==> src/rtl/wb_arbiter.sv <==
// Two-requester writeback arbiter feeding a single registered register-file port.
// Optional per-requester grant counters are enabled with `define WB_ARB_STATS_EN.
module wb_arbiter #(
   parameter int DATA_W = 64,
   parameter int RD_W   = 5
) (
   input  logic              clk,
   input  logic              rst_n,
   input  logic [1:0]        req_valid,
   input  logic [DATA_W-1:0] req_data0,
   input  logic [DATA_W-1:0] req_data1,
   input  logic [RD_W-1:0]   req_rd0,
   input  logic [RD_W-1:0]   req_rd1,
   output logic [1:0]        req_ready,
   output logic              wb_valid,
   output logic [DATA_W-1:0] wb_data,
   output logic [RD_W-1:0]   wb_rd,
   output logic              wb_src,
   input  logic              wb_ready
`ifdef WB_ARB_STATS_EN
   ,
   output logic [15:0]       grant_cnt0,
   output logic [15:0]       grant_cnt1
`endif
);

   // Handshake: a beat moves on any cycle where valid and ready are both high;
   // sources hold valid/data/rd stable until that cycle.
   typedef enum logic {EMPTY = 1'b0, FULL = 1'b1} state_t;

   state_t              state;
   logic                last_grant;
   logic                has_win;
   logic                win;
   logic                can_accept;
   logic                accept;
   logic                fwd;
   logic [RD_W-1:0]     win_rd;
   logic [DATA_W-1:0]   win_data;

   assign wb_valid = (state == FULL);

   always_comb begin
      has_win    = |req_valid;
      win        = (req_valid == 2'b11) ? ~last_grant : req_valid[1];
      // rst_n gating keeps req_ready low for the whole reset window
      can_accept = rst_n && ((state == EMPTY) || wb_ready);
      accept     = has_win && can_accept;
      win_rd     = win ? req_rd1 : req_rd0;
      win_data   = win ? req_data1 : req_data0;
      fwd        = accept && (win_rd != '0);
      req_ready  = 2'b00;
      if (accept) req_ready[win] = 1'b1;
   end

   always_ff @(posedge clk or negedge rst_n) begin
      if (!rst_n) begin
         state      <= EMPTY;
         last_grant <= 1'b1;
         wb_data    <= '0;
         wb_rd      <= '0;
         wb_src     <= 1'b0;
      end else begin
         if (accept) last_grant <= win;
         // writes to r0 are consumed but never reach the register file
         if (fwd) begin
            state   <= FULL;
            wb_data <= win_data;
            wb_rd   <= win_rd;
            wb_src  <= win;
         end else if ((state == FULL) && wb_ready) begin
            state <= EMPTY;
         end
      end
   end

`ifdef WB_ARB_STATS_EN
   always_ff @(posedge clk or negedge rst_n) begin
      if (!rst_n) begin
         grant_cnt0 <= '0;
         grant_cnt1 <= '0;
      end else if (fwd) begin
         if (!win && (grant_cnt0 != 16'hFFFF)) grant_cnt0 <= grant_cnt0 + 16'd1;
         if (win && (grant_cnt1 != 16'hFFFF))  grant_cnt1 <= grant_cnt1 + 16'd1;
      end
   end
`endif

endmodule

==> config.mk <==
export PLATFORM = sky130hd
export DESIGN_NAME = wb_arbiter
export DESIGN_NICKNAME = d
export VERILOG_FILES = /design/src/rtl/wb_arbiter.sv
export SDC_FILE = /design/constraint.sdc
export NUM_CORES = 1
export LEC_CHECK = 0
export CELL_PAD_IN_SITES_DETAIL_PLACEMENT = 0
export CELL_PAD_IN_SITES_GLOBAL_PLACEMENT = 1
export CORE_MARGIN = 2
export CORE_UTILIZATION = 30
export DETAILED_ROUTE_END_ITERATION = 8
export HOLD_SLACK_MARGIN = 0.15
export PLACE_DENSITY_LB_ADDON = 0.3
export SETUP_SLACK_MARGIN = 0.02
export SYNTH_ARGS = -nofsm -noshare
export SYNTH_HDL_FRONTEND = slang
export SYNTH_SLANG_ARGS = --single-unit
export TNS_END_PERCENT = 100
==> constraint.sdc <==
create_clock -name clk -period 2.2 [get_ports clk]
set_clock_uncertainty 0.1 [all_clocks]
set_input_delay 0.44 -clock clk [delete_from_list [all_inputs] [get_ports clk]]
set_output_delay 0.44 -clock clk [all_outputs]
set_load 0.01 [all_outputs]
==> flow_summary.json, run 1 <==
{
  "cp.arrival_ns": 1.58,
  "synth-main-ff-cell": "dfrtp_1",
  "grt_use_met2": 0.2366,
  "die_y_um": 116.8,
  "wl_um": 11050,
  "p_leak_nw": 2.945,
  "synth-seq-cells": 72,
  "worst_pin_slew_ns": 0.5910,
  "avgSynthCellArea_um2": 15.22,
  "crit_type": "in -> out",
  "placed_cell_area_um2": 6307,
  "outcome": "finished, final reports clean",
  "via_per_inst": 4.415,
  "cts_buffers": 9,
  "crit_chain": "clkdlybuf4s50_1, nand2b_4, buf_4, and3_1, clkdlybuf4s15_1",
  "synth_area_leader_cell": "dfrtp_1",
  "gr-total-overflow": 0,
  "dr_total_vias": 2976,
  "cp_slowest_cell": "clkdlybuf4s50_1",
  "die_x_um": 116.8,
  "crit_path_max_fanout": 3,
  "cts.sinks": 72,
  "initial_core_util": 0.3052,
  "cts_root_buf": "clkbuf_16",
  "cts_tree": "built",
  "setup_tns_ns": 0,
  "grt_setup_unrepaired": "false",
  "timing.final.crit_share": 0.9614,
  "slowest_delay_ns": 0.45,
  "synth_nets": 394,
  "peakVddDrop_uv": 347.0,
  "initialDrtViolationCount": 47,
  "r2r_slack_ns": 0.11,
  "ys_async_sr_fraction": 1.000,
  "placement.io_buffers": 215,
  "drcViolationCount": 0,
  "yosysWarnings": 0,
  "cp-start-kind": "input pin",
  "maxCapViolations": 0,
  "critPathCaptureType": "output pin",
  "synthToLayoutAreaGrowth_pct": 78.68,
  "cts_buffer_depth": 2,
  "fmax_ghz": 0.4728,
  "yosys-top-cells-area": "dfrtp_1 (47%), mux2_2 (20%), mux2_4 (20%)",
  "grt_max_degree": 47,
  "final_cell_area_um2": 6825,
  "place.gp.congestion": 0.7780,
  "required_ns": 1.66,
  "fill_cells": 1096,
  "antenna_cells": 0,
  "yosysMostFrequentCell": "dfrtp_1",
  "finalMaxSlewViolations": 0,
  "p_per_area_nw_per_um2": 748.1,
  "grtUsageMet3": 0.05870,
  "grt_busiest_layer": "met2",
  "synth_edf_count": 0,
  "timing.final.crit_period_ns": 2.115,
  "ant_nets": 0,
  "yosys.area.top_type_share": 0.4651,
  "pin_count": 216,
  "rows": 41,
  "hold_viol": 0,
  "ys_types": 25,
  "first_pass_iters": 4,
  "relSlewSlack": 0.6060,
  "finalSetupViolations": 0,
  "synthCells": 251,
  "dieArea_um2": 13650,
  "grt_antenna_before_repair": 0,
  "drive_gt1_frac": 0.3506,
  "hold_path_class": "in -> async",
  "gr-usage-met1": 0.1669,
  "syn-cell-area_um2": 3820,
  "final_util": 0.5453,
  "grt_usage": 0.1430,
  "nets": 640,
  "h-tree-depth": 3,
  "synthTopCellsByCount": "dfrtp_1 (71), mux2_2 (67), mux2_4 (50)",
  "clk_latency_ns": 0.32,
  "clkTransAtPathRegs_ns": 0.05,
  "wire_per_inst_um": 16.40,
  "core_um2": 12520,
  "ys_seq_area_frac": 0.4720,
  "grt_pass1_vias": 2961,
  "grt_pass1_wl_um": 14880,
  "hpwl_um": 7542
}
[where the power goes]
| part | total [mW] | switching [mW] | internal, mW |
|---|---|---|---|
| registers | 1.82 | 0.180 | 1.64 |
| logic | 1.99 | 0.655 | 1.33 |
| clock network | 1.30 | 0.514 | 0.786 |
[cell usage in the layout (no fill, tap or decap)]
cell / count
nor3_1: 4
clkbuf_16: 13
o211a_1: 1
mux2_2: 67
and3_1: 1
nor3b_4: 1
nand2b_4: 1
dlymetal6s2s_1: 9
nor2_1: 1
or4_4: 2
nor3_4: 2
dlygate4sd2_1: 1
clkbuf_8: 1
dfrtp_1: 71
dfstp_2: 1
clkbuf_1: 2
o211ai_1: 1
buf_8: 1
a21o_1: 1
o21ai_0: 2
clkdlybuf4s15_1: 1
a21boi_4: 1
a22o_1: 4
clkinv_2: 4
mux2_1: 15
buf_6: 5
o31ai_1: 1
o21ai_1: 4
mux2i_1: 4
dlygate4sd3_1: 1
buf_4: 21
mux2_4: 51
clkdlybuf4s50_1: 202
buf_2: 1
buf_12: 4
[timing repair]
action | in CTS | in global routing
hold buffers | 1 | 0
endpoints found under the setup margin | 67 | 67
pin swaps | 2 | 7
resized for setup | 5 | 25
gates cloned | 0 | 7
hold endpoints to repair | 27 | 0
setup buffers | 1 | 4
[cell type report]
cell class                 count  area [um^2]  area share
tap                          172        215.2     0.03153
sequential                    72         1803      0.2642
clock inverter                 4        20.02    0.002933
timing repair buffer         250         2577      0.3776
clock buffer                  12        246.5     0.03611
multi-input combinational    164         1963      0.2876
[through the flow]
| stage | setup slack [ns] | std cells | power, mW | hold WS, ns |
|---|---|---|---|---|
| after floorplan | 0.1202 | 251 | 2.653 | 0.04441 |
| after global placement | -0.4098 | 645 | 3.737 | 0.3678 |
| after detailed placement | -0.4453 | 645 | 3.749 | 0.3738 |
| after CTS | -0.09214 | 663 | 5.098 | 0.1725 |
| after global routing | 0.02279 | 674 | 5.381 | 0.2110 |
| final | 0.08495 | 674 | 5.106 | 0.1540 |
[worst max-delay path, delay by kind of cell]
| kind | cells | cell delay (ns) |
|---|---|---|
| buffers and inverters | 3 | 0.81 |
| and+or+nand+nor | 2 | 0.32 |
[routing by layer]
layer,routed length (um),part of all wire
met2,5295,0.48
met3,1115,0.10
met4,144,0.013
met1,4495,0.41
met5,0,0
[flip-flops by register name (all words and copies together) (netlist names)]
signal / cells
last_grant: 1
wb_data: 64
wb_rd: 5
wb_src: 1
wb_valid: 1
[kinds of logic (layout without fill, tap and decap cells)]
kind of cell,count (synthesis),after routing,share of synthesized area
buffers and inverters,15,266,0.02751
AOI/OAI and AO/OA,15,15,0.02850
and+or+nand+nor,12,12,0.02031
DFF,72,72,0.4720
muxes,137,137,0.4517
[final timing paths]
path / from / to / depth (start not counted)
hold / removal: rst_n / wb_rd[4] / 2
setup reg to reg: last_grant / wb_data[30] / 7
setup / recovery: wb_ready / req_ready[1] / 5
min in group clk: wb_data[50] / wb_data[50] / 1
hold reg to reg: wb_data[50] / wb_data[50] / 1
max in group asynchronous: rst_n / wb_data[4] / 3
No activity file was read; power rests on OpenSTA's default activity.
==> run 2: changes to the inputs <==
--- a/config.mk
+++ b/config.mk
@@ -12,6 +12,7 @@
 export DETAILED_ROUTE_END_ITERATION = 8
 export HOLD_SLACK_MARGIN = 0.15
 export PLACE_DENSITY_LB_ADDON = 0.3
+export RECOVER_POWER = 50
 export SETUP_SLACK_MARGIN = 0.02
 export SYNTH_ARGS = -nofsm -noshare
 export SYNTH_HDL_FRONTEND = slang
==> run 2 against run 1 <==
- clock power about the same
- setup slack improved by 0.012 ns
- global-route usage unchanged
- via count increased by 0.71%
- count of clock-buffer cells in the layout unchanged
- utilization decreased by 0.080 points
- sequential power about the same
==> flow_summary.json, run 2 (synthesis results as in run 1) <==
{
  "die_y_um": 116.8,
  "clk_latency_ns": 0.32,
  "drcViolationCount": 0,
  "grt_pass1_wl_um": 14880,
  "cp_slowest_cell": "clkdlybuf4s50_1",
  "clock_power_share": 0.258,
  "placed_cell_area_um2": 6307,
  "largest_reg_flops": 64,
  "wl_um": 11050,
  "grt_setup_unrepaired": "false",
  "cts_buffers": 9,
  "grt_pass1_vias": 2961,
  "via_per_inst": 4.447,
  "antenna_cells": 0,
  "grt_antenna_before_repair": 0,
  "setup_tns_ns": 0,
  "ant_nets": 0,
  "final_cell_count_no_fill": 674,
  "maxCapViolations": 0,
  "dieArea_um2": 13650,
  "cp.arrival_ns": 1.56,
  "timing.final.crit_share": 0.9560,
  "hpwl_um": 7542,
  "power.share.switching": 0.2661,
  "mostFrequentLayoutCells": "clkdlybuf4s50_1 (172), dfrtp_1 (71), mux2_2 (67)",
  "wire_per_inst_um": 16.39,
  "slowest_delay_ns": 0.45,
  "dr_total_vias": 2997,
  "final_cell_area_um2": 6815,
  "switchingPower_mw": 1.343,
  "first_pass_iters": 4,
  "p_total_mw": 5.047,
  "timing.final.crit_period_ns": 2.103,
  "regMostFlops": "wb_data",
  "finalMaxSlewViolations": 0,
  "cts.sinks": 72,
  "critPathCaptureType": "output pin",
  "intPower_mw": 3.704,
  "required_ns": 1.66,
  "reg_top3": "wb_data x64, wb_rd x5",
  "initialDrtViolationCount": 46,
  "seqPwrFrac": 0.359,
  "cts_root_buf": "clkbuf_16",
  "hold_viol": 0,
  "crit_chain": "clkdlybuf4s50_1, nand2b_4, buf_4, and3_1, clkdlybuf4s15_1",
  "relSlewSlack": 0.5598,
  "crit_path_max_fanout": 3,
  "grt_usage": 0.1430,
  "placement.io_buffers": 215,
  "crit_type": "in -> out",
  "dp_cells": 645,
  "nets": 640,
  "cts_buffer_depth": 2,
  "crit_buf_inv": 3,
  "combPwrFrac": 0.383,
  "rows": 41,
  "critPathTopFamily": "buffers and inverters",
  "p_leak_nw": 2.950,
  "core_um2": 12520,
  "final_util": 0.5445,
  "cp-start-kind": "input pin",
  "worst_pin_slew_ns": 0.6603,
  "initial_core_util": 0.3052,
  "synthToLayoutAreaGrowth_pct": 78.41,
  "finalSetupViolations": 0,
  "outcome": "finished, final reports clean",
  "hold_path_class": "in -> async",
  "die_x_um": 116.8,
  "pin_count": 216,
  "fmax_ghz": 0.4755,
  "h-tree-depth": 3,
  "cts_tree": "built",
  "drive_gt1_frac": 0.3466,
  "final_common_cell": "clkdlybuf4s50_1",
  "grt_max_degree": 47,
  "peakVddDrop_uv": 345.5,
  "p_per_area_nw_per_um2": 740.6,
  "clkTransAtPathRegs_ns": 0.05,
  "gr-total-overflow": 0,
  "place.gp.congestion": 0.7780
}
[run 2: final timing paths]
kind	from	end	slack, ns	depth (start not counted)
min	rst_n	wb_rd[4]	0.30	2
max reg2reg	last_grant	wb_data[30]	0.11	7
min reg2reg	wb_data[50]	wb_data[50]	0.38	1
min in group clk	wb_data[50]	wb_data[50]	0.38	1
max	wb_ready	req_ready[1]	0.1	5
max in group asynchronous	rst_n	wb_data[4]	0.67	3
[run 2: final cells by class]
type | count | area [um^2]
multi-input cells | 164 | 1963
fillers | 1099 | 5702
clock buffers | 12 | 246.5
repair buffers | 250 | 2567
clock inverters | 4 | 20.02
flip-flops and latches | 72 | 1803
well taps | 172 | 215.2
[run 2: stage by stage]
step | worst slack [ns] | hold slack, ns
after floorplan | 0.1202 | 0.04441
after global placement | -0.4098 | 0.3678
after detailed placement | -0.4453 | 0.3738
after CTS | -0.09214 | 0.1725
after global routing | 0.02481 | 0.3796
final | 0.09681 | 0.3041
[run 2: power groups by stage]
stage / registers, mW / logic (mW) / clock network [mW]
after floorplan: 1.96 / 0.689 / 0
after global placement: 1.82 / 1.91 / 0
after detailed placement: 1.83 / 1.92 / 0
after CTS: 1.82 / 1.94 / 1.34
after global routing: 1.86 / 2.06 / 1.41
final: 1.81 / 1.93 / 1.30
[run 2: routing by layer]
layer  global-route usage  vias to the layer above  share of wire
met3              0.05870                       12           0.10
met4              0.05333                        0          0.013
met5                    0                        -              0
li1                     -                     1428              -
met1               0.1669                     1410           0.41
met2               0.2366                      147           0.48
[run 2: what timing repair did]
action                                 4_1_cts  5_1_grt
gates resized for setup                      5       25
setup endpoints to repair                   67       67
hold buffers                                 1        0
pin swaps                                    2        7
gates cloned                                 0        7
setup buffers                                1        4
endpoints found under the hold margin       27        0
==> run 3: changes to the inputs <==
--- a/config.mk
+++ b/config.mk
@@ -5,6 +5,7 @@
 export SDC_FILE = /design/constraint.sdc
 export NUM_CORES = 1
 export LEC_CHECK = 0
+export CAP_MARGIN = 20
 export CELL_PAD_IN_SITES_DETAIL_PLACEMENT = 0
 export CELL_PAD_IN_SITES_GLOBAL_PLACEMENT = 1
 export CORE_MARGIN = 2
==> results of run 3 <==
No change in the layout: final DEF, timing and power equal those of run 2.
